### src/rtl/mem_io_ctrl.sv
// Memory/IO access controller between the LC-3 MAR/MDR registers and the MDR input mux.
// Runs a fixed wait-state SRAM access, or a single-cycle access to the memory-mapped
// switch/hex port at IO_ADDR, and signals completion with a one-cycle MEM_R pulse.
module mem_io_ctrl #(
  parameter int unsigned WAIT_STATES = 2,
  parameter logic [15:0] IO_ADDR     = 16'hFFFF
) (
  input  logic        Clk,
  input  logic        Reset_ah,
  input  logic [15:0] MAR,
  input  logic [15:0] MDR,
  input  logic        MEM_REQ,
  input  logic        MEM_WE,
  output logic [15:0] MDR_In,
  output logic        MEM_R,
  input  logic [15:0] SW,
  output logic [15:0] HEX_Data,
  output logic [19:0] SRAM_ADDR,
  output logic [15:0] SRAM_DQ_out,
  input  logic [15:0] SRAM_DQ_in,
  output logic        SRAM_DQ_OE,
  output logic        SRAM_CE_N,
  output logic        SRAM_OE_N,
  output logic        SRAM_WE_N
);

  typedef enum logic [1:0] {
    StIdle,
    StAccess,
    StDone
  } state_e;

  localparam logic [3:0] WaitInit = 4'(WAIT_STATES);

  state_e     r_state;
  logic [3:0] r_cnt;
  logic       r_we;

  // Request sequencing; every output is a register so the SRAM pins see clean strobes.
  // SRAM_ADDR and SRAM_DQ_out double as the latched address and write data, so they
  // cannot move while an access is in flight.
  always_ff @(posedge Clk) begin
    if (Reset_ah) begin
      r_state     <= StIdle;
      r_cnt       <= 4'd0;
      r_we        <= 1'b0;
      MDR_In      <= 16'h0000;
      MEM_R       <= 1'b0;
      HEX_Data    <= 16'h0000;
      SRAM_ADDR   <= 20'h00000;
      SRAM_DQ_out <= 16'h0000;
      SRAM_DQ_OE  <= 1'b0;
      SRAM_CE_N   <= 1'b1;
      SRAM_OE_N   <= 1'b1;
      SRAM_WE_N   <= 1'b1;
    end else begin
      MEM_R <= 1'b0;
      case (r_state)
        StIdle: begin
          if (MEM_REQ) begin
            r_we <= MEM_WE;
            if (MAR == IO_ADDR) begin
              // IO port completes immediately; the SRAM is never strobed.
              if (MEM_WE) HEX_Data <= MDR;
              else        MDR_In   <= SW;
              MEM_R   <= 1'b1;
              r_state <= StDone;
            end else begin
              SRAM_ADDR   <= {4'b0000, MAR};
              SRAM_DQ_out <= MDR;
              r_cnt       <= WaitInit;
              SRAM_CE_N   <= 1'b0;
              SRAM_OE_N   <= MEM_WE;
              SRAM_WE_N   <= ~MEM_WE;
              SRAM_DQ_OE  <= MEM_WE;
              r_state     <= StAccess;
            end
          end
        end
        StAccess: begin
          if (r_cnt == 4'd0) begin
            if (!r_we) MDR_In <= SRAM_DQ_in;
            SRAM_CE_N  <= 1'b1;
            SRAM_OE_N  <= 1'b1;
            SRAM_WE_N  <= 1'b1;
            SRAM_DQ_OE <= 1'b0;
            MEM_R      <= 1'b1;
            r_state    <= StDone;
          end else begin
            r_cnt <= r_cnt - 4'd1;
          end
        end
        StDone: begin
          r_state <= StIdle;
        end
        default: begin
          r_state <= StIdle;
        end
      endcase
    end
  end

endmodule

### config.mk
export PLATFORM = sky130hd
export DESIGN_NAME = mem_io_ctrl
export DESIGN_NICKNAME = d
export VERILOG_FILES = /design/src/rtl/mem_io_ctrl.sv
export SDC_FILE = /design/constraint.sdc
export NUM_CORES = 1
export LEC_CHECK = 0
export CORE_MARGIN = 10
export CORE_UTILIZATION = 46
export DETAILED_ROUTE_END_ITERATION = 6
export GPL_ROUTABILITY_DRIVEN = 0
export GPL_TIMING_DRIVEN = 0
export PLACE_DENSITY = 0.86
export SYNTH_ARGS = -nofsm -noshare
export SYNTH_HDL_FRONTEND = slang
export SYNTH_SLANG_ARGS = --single-unit
### constraint.sdc
create_clock -name Clk -period 3.3 [get_ports Clk]
set_input_delay 0.495 -clock Clk [delete_from_list [all_inputs] [get_ports Clk]]
set_output_delay 0.495 -clock Clk [all_outputs]
set_load 0.03 [all_outputs]
After elaboration in Yosys (flattened, before gate mapping)
Cells that the tools add are included.
Widths: inputs -> output; s select.
Word-level totals
  flip-flop bits (word level): 76
  word-level logic and storage cells: 64
  output and inout bits: 73
  input bits: 68
Operators by class
  reduce and logical (&&, ||, !) cells: 10
  $add $sub $neg: 1
  muxes and demuxes: 30
  eq/ne operators: 9
  bitwise operators: 2
Operator list (number)
  $mux 16: 5
  $pmux 16 s2: 1
  $eq 16x16->1 const B: 1
  $ne 2x2->1 const B: 7
  $mux 4: 3
  $reduce_and 4->1: 3
  $mux 1: 11
  $pmux 1 s2: 5
  $pmux 4 s2: 1
  $mux 2: 3
  $reduce_and 6->1: 1
  $logic_not 4->1: 1
  $pmux 2 s2: 1
  $reduce_and 2->1: 2
  $sub 4x1->4 const B: 1
  $reduce_and 3->1: 1
  $eq 2x1->1 const B: 1
  $logic_not 2->1: 1
  $not 1->1: 2
  $reduce_bool 2->1: 1

Depth between registers and ports, before layout
  word-level depth: 4
  gate-level depth with buffers: 7
  gate-level depth less buffers: 6

Worst setup path before layout
No wires, ideal clock.
  path type: input to register
  from: input port MAR[6]
  to: register HEX_Data[10]
  arrival: 1793 ps
  path buffers: 2
  slack: 1435 ps
  stages on the path: 6
  cells stage by stage: nand4_1 > or4_1 > buf_4 > nor2_8 > buf_12 > mux2i_1
On the way
  cells in the longest elaborated chain, start to end: 2
RTL lines
  from (decl): line 10  | input logic [15:0] MAR,
  $eq 16x16->1: line 62  | if (MAR == IO_ADDR) begin
  $reduce_and 4->1 (no line)
  to (signal assigned): line 49  | HEX_Data <= 16'h0000;
  to (signal assigned): line 64  | if (MEM_WE) HEX_Data <= MDR;
  to (decl): line 17  | output logic [15:0] HEX_Data,
Every way passes these cells.
A chain may end at the register's enable or synchronous reset.

Worst setup path in the final report
  from: input port MAR[15]
  to: register MDR_In[8]
On the way
  cells in the longest elaborated chain, start to end: 3
RTL lines
  $eq 16x16->1: line 62
  $ne 2x2->1 (no line)
  $reduce_and 6->1 (no line)
  to (signal assigned): line 82  | if (!r_we) MDR_In <= SRAM_DQ_in;
  to (decl): line 14  | output logic [15:0] MDR_In,
Every way passes these cells.

==> impl_metrics.json <==
{
  "grt-ovfl-total": 0,
  "grt_pass1_vias": 3353,
  "clock_power_share": 0.342,
  "cp_slowest_cell": "nor4_2",
  "cts.sinks": 76,
  "fin_crit_sh": 0.696,
  "dp_hpwl_mm": 8.28,
  "final_util": 0.706,
  "grt_setup_unrepaired": "false",
  "syn_area_um2": 3340,
  "finalHoldViolations": 0,
  "synth-seq-area-share": 0.455,
  "clk_latency_ns": 0.35,
  "cts_tree": "built",
  "grt_pass1_wl_mm": 17.2,
  "dieWidth_um": 105,
  "skew_ns": 0.00383,
  "ys.flop_type": "dfxtp_1",
  "num_vias": 3250,
  "cts_buffers": 9,
  "synth_seq_cells": 76,
  "cp-end-kind": "flip-flop",
  "critPathBufInv": 3,
  "core_area_um2": 7180,
  "seqPwrFrac": 0.421,
  "drc_errors": 0,
  "final_layout_size_suffix_gt1_frac": 0.0918,
  "postCtsSetupRepairBufs": 0,
  "cp_common_cell": "buf_4",
  "p_int_w": 0.00172,
  "grt_max_degree": 13,
  "synthTopCellsByCount": "dfxtp_1, a21oi_1, o21ai_0",
  "drv_slew": 0,
  "power_switching_w": 0.000685,
  "syn_inst": 358,
  "clk_path_buf_depth": 2,
  "powerDensity_nw_per_um2": 475,
  "final-instance-count-excl-fill": 611,
  "synth_top_cell_area_share": 0.455,
  "maxSlewHeadroom": 0.519,
  "synth-edff-count": 0,
  "drv_cap": 0,
  "p_leak_nw": 1.79,
  "die_area_um2": 11100,
  "critPathMaxStageDelay_ns": 0.55,
  "setup_viol": 0,
  "ir_drop_mv": 0.326,
  "tightestPinTransition_ns": 0.722,
  "antenna_cells": 0,
  "async_reset_ff_frac": 0,
  "io_buffers": 135,
  "final.min_clock_period_ns": 2.30,
  "p_sw_frac": 0.285,
  "antenna_found_initial": 0,
  "vias_per_cell": 5.32,
  "row_count": 31,
  "htree_levels": 3,
  "nets": 577,
  "drt_iter0_markers": 110,
  "wl_mm": 10.8,
  "avgSynthCellArea_um2": 9.34,
  "grt_use_total": 0.187,
  "tns_ns": 0,
  "postCtsHoldBufs": 0,
  "hold_class": "flip-flop to flip-flop",
  "synth_top_cell_by_area": "dfxtp_1",
  "wl_per_cell_um": 17.7,
  "path_delay_family": "buffers and inverters",
  "drtAntennaViolNets": 0,
  "cp_max_fo": 10,
  "path_clk_slew_ns": 0.08,
  "dieHeight_um": 105,
  "cts_resized": 0,
  "pin_count": 141,
  "crit_path_cell_trace": "clkdlybuf4s50_1, nand4_1, nor4_2, buf_4, nand2_2, buf_4, a221oi_2",
  "critical_path_class": "input pin to flip-flop",
  "yosys_warnings": 0,
  "outcome": "complete, no violations",
  "critical_path_arrival_ns": 2.56,
  "synth_cell_types": 39,
  "power_frac_comb": 0.237,
  "start_kind": "input pin",
  "synth.most_common_cell": "dfxtp_1",
  "max_clock_freq_mhz": 435,
  "critical_path_required_ns": 3.56,
  "synth.area.top_cells": "dfxtp_1, mux2i_1, nand2b_1, a21oi_1, o21ai_0",
  "initial_core_util": 0.466,
  "area_delta_synth_final_pct": 51.5,
  "dr.pass1.iters": 4,
  "dp_cells": 595,
  "cts_root_buf": "clkbuf_8"
}
-- state kept, by name (all words and copies together) (netlist names) --
name         flops
r_we             1
SRAM_WE_N        1
SRAM_ADDR       16
SRAM_OE_N        1
SRAM_DQ_out     16
MDR_In          16
r_cnt            4
MEM_R            1
SRAM_DQ_OE       1
HEX_Data        16
SRAM_CE_N        1
r_state          2
-- cell usage in the layout, fill, tap and decap left out, types with 4 or more instances in the layout --
cell type	synthesis	routed
a21oi_1	35	35
a221oi_1	7	7
a221oi_2	10	10
buf_1	4	4
buf_2	5	5
buf_4	8	8
clkbuf_1	17	17
clkbuf_8	0	12
clkdlybuf4s50_1	0	135
conb_1	1	4
dfxtp_1	76	76
mux2i_1	32	32
nand2_1	5	5
nand2b_1	33	33
nand3_1	32	32
nand4_1	4	4
nor2_1	21	21
o21ai_0	34	34
-- path summary, 6_finish.rpt --
| check | start | to | slack (ns) | depth (start not counted) |
|---|---|---|---|---|
| setup / recovery | MAR[15] | MDR_In[8]$_SDFFE_PP0P_ | 1.00 | 7 |
| hold / removal | SRAM_DQ_OE$_SDFFE_PP0P_ | SRAM_DQ_OE$_SDFFE_PP0P_ | 0.48 | 2 |
| setup reg to reg | r_cnt[0]$_SDFFE_PP0P_ | MDR_In[2]$_SDFFE_PP0P_ | 1.12 | 7 |
| hold reg to reg | SRAM_DQ_OE$_SDFFE_PP0P_ | SRAM_DQ_OE$_SDFFE_PP0P_ | 0.48 | 2 |
-- stage by stage --
step / cell area [um2] / worst slack [ns] / power (W) / hold WS, ns
floorplan: 3360 / 1.44 / 0.00135 / 0.448
global placement: 4830 / 0.716 / 0.00159 / 0.452
detailed placement: 4830 / 0.657 / 0.00160 / 0.461
CTS: 5070 / 1.02 / 0.00242 / 0.478
global route: 5070 / 0.885 / 0.00250 / 0.498
finish: 5070 / 1.00 / 0.00241 / 0.475
-- logic make-up (layout without fill, tap and decap cells) --
logic type,after synthesis,count (layout),synth area share
AO/OA/AOI/OAI,97,97,0.192
adder cells (fa/ha/maj),2,2,0.00748
buffers and inverters,38,189,0.0584
flip-flops,76,76,0.455
multiplexers,32,32,0.0958
other,1,4,0.00112
AND/OR/NAND/NOR,112,112,0.190
-- layout make-up --
cell class,instances,area (um2)
Inverter,3,11.3
Clock buffer,12,165
Tap cell,99,124
Timing Repair Buffer,135,1350
Clock inverter,4,70.1
Buffer,35,184
Multi-Input combinational cell,247,1640
Sequential cell,76,1520
Fill cell,562,2110
-- metal layers --
layer,up-vias,wire length [um],track usage
met3,12,1100,0.0877
met4,0,116,0.0706
li1,1577,-,-
met2,135,5090,0.289
met1,1526,4480,0.222
met5,-,0,0
-- power groups by stage --
stage | clock (W) | combinational [W] | sequential (W)
final | 0.000823 | 0.000571 | 0.00101
after CTS | 0.000833 | 0.000573 | 0.00101
after floorplan | 0 | 0.000211 | 0.00114
after detailed placement | 0 | 0.000571 | 0.00103
after global placement | 0 | 0.000561 | 0.00103
after global routing | 0.000869 | 0.000613 | 0.00102
-- worst reg2reg max path, cell delays in order (launching register included) --
cell      delay (ns)
dfxtp_1         0.34
inv_1           0.11
ha_1            0.15
nor3b_2         0.24
nor3b_2         0.50
a21o_1          0.30
buf_4           0.26
a221oi_1        0.12
No activity file was read; power rests on OpenSTA's default activity.
